`config.mk`:
```
export PLATFORM = sky130hd
export DESIGN_NAME = gray2bin_sched
export DESIGN_NICKNAME = d
export VERILOG_FILES = /design/src/rtl/gray2bin_pkg.sv /design/src/rtl/gray2bin_bitstep.sv /design/src/rtl/gray2bin_sched.sv
export SDC_FILE = /design/constraint.sdc
export NUM_CORES = 1
export LEC_CHECK = 0
export ABC_AREA = 0
export CAP_MARGIN = 25
export CORE_AREA = 2 2 49 51
export CTS_CLUSTER_SIZE = 25
export DETAILED_ROUTE_END_ITERATION = 7
export DIE_AREA = 0 0 51 53
export PLACE_DENSITY_LB_ADDON = 0.05
export SLEW_MARGIN = 20
export SYNTH_ARGS = -nofsm -noshare
export SYNTH_HDL_FRONTEND = slang
export SYNTH_SLANG_ARGS = --single-unit
```
`constraint.sdc`:
```
create_clock -name clk -period 1.53 [get_ports clk]
set_clock_uncertainty 0.2 [all_clocks]
set_input_delay 0.3825 -clock clk [delete_from_list [all_inputs] [get_ports clk]]
set_output_delay 0.3825 -clock clk [all_outputs]
set_load 0.05 [all_outputs]
```
`src/rtl/gray2bin_pkg.sv`:
```
// Shared types for the gray-to-binary conversion scheduler.
package gray2bin_pkg;
   localparam int DEFAULT_WIDTH = 4;

   typedef enum logic [1:0] {
      IDLE = 2'd0,
      CONV = 2'd1,
      DONE = 2'd2
   } state_t;
endpackage

```
`src/rtl/gray2bin_bitstep.sv`:
```
// One step of gray-to-binary decode: bin[i] = bin[i+1] ^ gray[i].
module gray2bin_bitstep (
   input  logic prev,
   input  logic gray,
   output logic bin
);
   assign bin = prev ^ gray;
endmodule

```
`src/rtl/gray2bin_sched.sv`:
```
// Two-requester round-robin gray-to-binary converter, serial MSB-first by default.
// Define GRAY2BIN_SCHED_FAST_EN to decode the whole word in a single CONV cycle.
module gray2bin_sched
   import gray2bin_pkg::*;
#(
   parameter int WIDTH = DEFAULT_WIDTH
) (
   input  logic             clk,
   input  logic             rst,
   input  logic             req0,
   input  logic [WIDTH-1:0] gray0,
   input  logic             req1,
   input  logic [WIDTH-1:0] gray1,
   output logic             gnt0,
   output logic             gnt1,
   output logic             busy,
   output logic [WIDTH-1:0] bin,
   output logic             bin_valid,
   output logic             bin_id
);
   state_t           state;
   logic             favour;
   logic             id_q;
   logic [WIDTH-1:0] gray_q;
   logic [WIDTH-1:0] result;
   logic             last_step;
   logic             any_req;
   logic             pick;

   // On a tie the requester not granted last wins.
   always_comb begin
      any_req = req0 | req1;
      pick    = (req0 && req1) ? favour : req1;
   end

`ifdef GRAY2BIN_SCHED_FAST_EN
   logic [WIDTH:0] chain;

   assign chain[WIDTH] = 1'b0;
   for (genvar i = 0; i < WIDTH; i++) begin : g_chain
      gray2bin_bitstep u_step (
         .prev (chain[i+1]),
         .gray (gray_q[i]),
         .bin  (chain[i])
      );
   end
   assign result    = chain[WIDTH-1:0];
   assign last_step = 1'b1;
`else
   localparam int IDX_W = $clog2(WIDTH);

   logic [WIDTH-2:0] work;
   logic [IDX_W-1:0] idx;
   logic             step_bit;

   // work holds the bits decoded so far; its LSB is the previous (higher) binary bit.
   gray2bin_bitstep u_step (
      .prev (work[0]),
      .gray (gray_q[idx]),
      .bin  (step_bit)
   );
   assign result    = {work, step_bit};
   assign last_step = (idx == '0);
`endif

   always_ff @(posedge clk) begin
      if (rst) begin
         state     <= IDLE;
         favour    <= 1'b0;
         gnt0      <= 1'b0;
         gnt1      <= 1'b0;
         busy      <= 1'b0;
         bin       <= '0;
         bin_valid <= 1'b0;
         bin_id    <= 1'b0;
      end else begin
         gnt0      <= 1'b0;
         gnt1      <= 1'b0;
         bin_valid <= 1'b0;
         case (state)
            IDLE: begin
               if (any_req) begin
                  gray_q <= pick ? gray1 : gray0;
                  id_q   <= pick;
                  gnt0   <= ~pick;
                  gnt1   <= pick;
                  favour <= ~pick;
`ifndef GRAY2BIN_SCHED_FAST_EN
                  work   <= '0;
                  idx    <= IDX_W'(WIDTH - 1);
`endif
                  busy   <= 1'b1;
                  state  <= CONV;
               end
            end
            CONV: begin
`ifndef GRAY2BIN_SCHED_FAST_EN
               work <= result[WIDTH-2:0];
               idx  <= idx - 1'b1;
`endif
               if (last_step) begin
                  bin       <= result;
                  bin_id    <= id_q;
                  bin_valid <= 1'b1;
                  state     <= DONE;
               end
            end
            DONE: begin
               busy  <= 1'b0;
               state <= IDLE;
            end
            default: begin
               busy  <= 1'b0;
               state <= IDLE;
            end
         endcase
      end
   end
endmodule

```
# Word-level counts from Yosys, hierarchy flattened
# Cells that the tools add are included.
# W data, S select, Z words.
[classes] add_sub_neg=1 mul=0 n_div=0 magnitude_cmp=1 n_eq_ne=3 shifts=0 muxes=14 bitwise_logic=7 reduce_logical=12
[ops] cell="$pmux W2 S2" count=2
[ops] cell="$reduce_and A2 Y1" count=4
[ops] cell="$mux W2" count=3
[ops] cell="$pmux W3 S2" count=1
[ops] cell="$reduce_and A3 Y1" count=2
[ops] cell="$not A1 Y1" count=5
[ops] cell="$logic_not A2 Y1" count=2
[ops] cell="$mux W1" count=4
[ops] cell="$mux W4" count=1
[ops] cell="$ne A2 B2 Y1 const B" count=2
[ops] cell="$lt A2 B3 Y1 const B" count=1
[ops] cell="$mux W3" count=1
[ops] cell="$reduce_or A3 Y1" count=1
[ops] cell="$bmux W1 S2" count=1
[ops] cell="$eq A2 B1 Y1 const B" count=1
[ops] cell="$pmux W1 S2" count=1
[ops] cell="$reduce_bool A2 Y1" count=1
[ops] cell="$reduce_or A2 Y1" count=1
[ops] cell="$sub A2 B1 Y2 const B" count=1
[ops] cell="$logic_and A1 B1 Y1" count=1
[ops] cell="$or A1 B1 Y1" count=1
[ops] cell="$xor A1 B1 Y1" count=1
[word_totals] reg_bits=22 latch_bits=0 ram_bits=0 mem_bits_ro=0 output_inout_bits=9 memories=0

# Depth between registers and ports, before layout
[logic_depth] ltp_word=4 depth_mapped=6 ltp_nobuf=5

# Hierarchy
# From an unflattened synthesis, not the netlist that was laid out.
[unflattened] cells_unflattened=75 hier_area_um2=912.1
[modules_own_cells] mod="gray2bin_sched" instances=1 cells_each=74 area_per_inst_um2=903.4 seq_area_each_um2=540.5
[modules_own_cells] mod="gray2bin_bitstep" instances=1 cells_each=1 area_per_inst_um2=8.8 seq_area_each_um2=0.0

# Worst setup path after synthesis
# No wires, ideal clock.
[synth_timing] path_type="input port to flip-flop" from="input port rst" to="register gray_q[0], enable pin" setup_ns=0.309 t_arrival_ns=1.146 slack_ns=-0.125 stages=3 cell_sequence="buf_6 > or4_1 > inv_1"
[synth_between] elab_chain_cells=2
[synth_lines] item="from (decl)" line_no="gray2bin_sched.sv:9" rtl="input logic rst,"
[synth_lines] item="$not A1 Y1 (no source line)"
[synth_lines] item="$reduce_and A3 Y1 (no source line)"
[synth_lines] item="to (signal assigned)" line_no="gray2bin_sched.sv:83" rtl="gray_q <= pick ? gray1 : gray0;"
[synth_lines] item="to (decl)" line_no="gray2bin_sched.sv:24" rtl="logic [WIDTH-1:0] gray_q;"
# Every way passes these cells.
# A chain may end at the register's enable or synchronous reset.

# Worst setup path after layout
[layout_timing] from="register idx[0]" to="register work[0], data pin"
[layout_between] elab_chain_cells=4
[layout_lines] item="from (decl)" line_no="gray2bin_sched.sv:53" rtl="logic [IDX_W-1:0] idx;"
[layout_lines] item="from (signal assigned)" line_no="gray2bin_sched.sv:90" rtl="idx <= IDX_W'(WIDTH - 1);"
[layout_lines] item="from (signal assigned)" line_no="gray2bin_sched.sv:99" rtl="idx <= idx - 1'b1;"
[layout_lines] item="$bmux W1 S2" line_no="gray2bin_sched.sv:59" rtl=".gray (gray_q[idx]),"
[layout_lines] item="$mux W1 (not written as such)" line_no="gray2bin_sched.sv:59"
[layout_lines] item="$xor A1 B1 Y1" line_no="gray2bin_bitstep.sv:7" rtl="assign bin = prev ^ gray;"
[layout_lines] item="$pmux W3 S2" line_no="gray2bin_sched.sv:80" rtl="case (state)"
[layout_lines] item="to (signal assigned)" line_no="gray2bin_sched.sv:98" rtl="work <= result[WIDTH-2:0];"
[layout_lines] item="to (decl)" line_no="gray2bin_sched.sv:52" rtl="logic [WIDTH-2:0] work;"
# Every way passes these cells. The select of a mux whose other input is x is not followed.

==> run metrics <==
status=finished, violations left; failing checks=setup timing; RSZ-0062 raised after global routing=yes; slowest CP cell=mux4_2; CTS Buf Count=3; Syn Area/Cell=11.8 µm²; overall routing resource usage=0.129; Avg WL per Cell=11.4 µm; Max Fclk=638 MHz; path length in cells of the critical path=3; most frequent cells in the layout=dfxtp_1, edfxtp_1, buf_12, clkdlybuf4s50_1, buf_4; share of cells above drive strength 1=0.320; DRT antenna net count=0; flop2flop setup slack=-0.04 ns; Startpoint Class=flip-flop; vias in the first global route=575; Worst Path Buf+Inv=0; post-layout min period=1.57 ns; Slowest Stage Delay on Critical Path=0.53 ns; reg-to-reg endpoint=work[0]$_SDFFCE_PP0P_; max-cap viol count=0; worst hold path type=flip-flop to flip-flop; multi-input logic area=313 µm²; CP Launch Point=idx[0]$_SDFFCE_PP1P_; smallest hold slack=0.281 ns; Final GP Congestion=0.691; YS warnings=0; Placed Cells=126; Root Driver=clkbuf_4; final setup violation count=2; register area share after synthesis=0.617; final net count=117; CP required=1.39 ns; element type at the critical path end=flip-flop; Hold-fix buffers, CTS=0; crit-path leading delay family=multiplexers; FF-to-FF path depth=3; Worst setup endpoint=work[0]$_SDFFCE_PP0P_; Cell Area, Synth=876 µm²; Cell variety after synth=25; syn_nets=87; die height=53 µm; Reg area=542 µm²; Inserted Diodes=0; Reg clk slew, reported paths=0.12 ns; worst-margin pin slew=0.330 ns; hpwl dp=1.15 mm; P&R area growth vs syn=46.6%; fin util=0.598; starting density of the core=0.408; Post-Syn Instances=74; ranking of synthesized cells by area=edfxtp_1, dfxtp_1, mux2_2; DR vias/cell=4.76; CP Cell Sequence=mux4_2 -> xnor2_2 -> nor2b_1; pwr/cell area=879 nW/µm²; DRC viols=0; Post-Layout Cell Count=131; Routed WL=1.49 mm; setup slack at placement=-0.514 ns; die width=51 µm; most common cell after layout, fill and taps aside=dfxtp_1; cell taking the most area after synthesis=edfxtp_1; RR Startpoint=idx[0]$_SDFFCE_PP1P_; post-layout instance area=1280 µm²; Core Area=2150 µm²; Starting DRT DRC Count=7; GRT overflow=0; Final period util=1.02; CTS Buffer Depth=2; Setup Crit Path Kind=flip-flop to flip-flop; CTS tree=done; Leak=0.501 nW; Rel. slew slack=0.780; row count=17; die area=2700 µm²; largest net degree at the start of global routing=13; clock sink total=22; Final Max Slew Viols=0; fill cell count=194; H-tree depth=1; Placed Area=1240 µm²; Peak VDD IR=0.000570 V; # IOs=21; first-pass GRT wire length=2.52 mm; PortBufs=20; via count=624; Seq cells post-synth=22; Pre-antenna DRT Iters=3; worst-skew pair later-pin latency=0.30 ns; endpoints failing hold=0; largest fanout on the critical path=2; arrival time at the worst endpoint=1.43 ns; Synth top area share=0.343; Setup WS post-layout=-0.0366 ns; antenna violations before repair=0
what timing repair did:
| action | CTS | global route |
|---|---|---|
| buffers inserted | 1 | 0 |
| resized for setup | 5 | 3 |
| setup endpoints to repair | 18 | 16 |
| pin swaps | 2 | 5 |
worst min-delay path by stage:
stage,endpoint,depth (start not counted),startpoint
after floorplan,favour$_SDFFE_PP0P_,2,favour$_SDFFE_PP0P_
after global placement,favour$_SDFFE_PP0P_,2,favour$_SDFFE_PP0P_
after detailed placement,favour$_SDFFE_PP0P_,2,favour$_SDFFE_PP0P_
after CTS,favour$_SDFFE_PP0P_,2,favour$_SDFFE_PP0P_
after global routing,favour$_SDFFE_PP0P_,2,favour$_SDFFE_PP0P_
final,favour$_SDFFE_PP0P_,2,favour$_SDFFE_PP0P_
sequential cells by signal, indices dropped and copies added (netlist names):
register   cells
bin            4
bin_id         1
bin_valid      1
busy           1
favour         1
gnt0           1
gnt1           1
gray_q         4
id_q           1
idx            2
state          2
work           3
tightest hold or removal path: stages, from the launching register on:
cell	delay (ns)
dfxtp_1	0.33
o31ai_1	0.06
a21oi_1	0.06
cell type report:
cell class,count,share of cell area
inverter,5,0.0166
multi-input combinational,44,0.244
tap,28,0.0273
clock buffer,4,0.0205
timing repair buffer,28,0.270
sequential,22,0.422
kinds of logic (layout without fill, tap and decap cells):
logic type	after synthesis	in the layout	synth area share
adder cells (fa/ha/maj)	1	1	0.0143
XOR/XNOR	1	1	0.0100
buffers and inverters	8	37	0.0557
AND/OR/NAND/NOR	26	26	0.146
AO/OA/AOI/OAI	11	11	0.0800
flip-flops	22	22	0.617
multiplexers	5	5	0.0771
layer usage:
| metal | routed length [µm] | GRT usage | up-vias |
|---|---|---|---|
| met1 | 728 | 0.165 | 290 |
| met4 | 9 | 0.0541 | 0 |
| met3 | 61 | 0.0254 | 2 |
| met5 | 0 | 0 | - |
| met2 | 694 | 0.212 | 12 |
| li1 | - | - | 320 |
per-stage QoR:
stage / setup TNS [ns] / power, W
6_report: -0.0522 / 0.00113
5_1_grt: -0.285 / 0.00119
4_1_cts: -0.0803 / 0.00115
3_5_place_dp: -7.76 / 0.000876
3_3_place_gp: -7.59 / 0.000874
2_1_floorplan: -0.0145 / 0.000786
report_power, final:
part | leakage, nW | switching, W | internal [W]
sequential | 0.193 | 0.0000186 | 0.000650
clock | 0.0150 | 0.000163 | 0.000101
combinational | 0.293 | 0.0000886 | 0.000108
Yosys cell counts (all sizes together):
cell / instances
mux4: 1
nand3b: 1
xnor2: 1
buf: 3
or4: 1
o31a: 1
edfxtp: 10
a311oi: 1
nand2b: 1
inv: 5
o31ai: 1
mux2: 4
o21a: 1
nor2b: 1
a21oi: 6
nor2: 7
ha: 1
and2: 2
a21boi: 1
and2b: 1
nand2: 7
or3: 1
nand3: 4
dfxtp: 12
No activity file was read; power rests on OpenSTA's default activity.
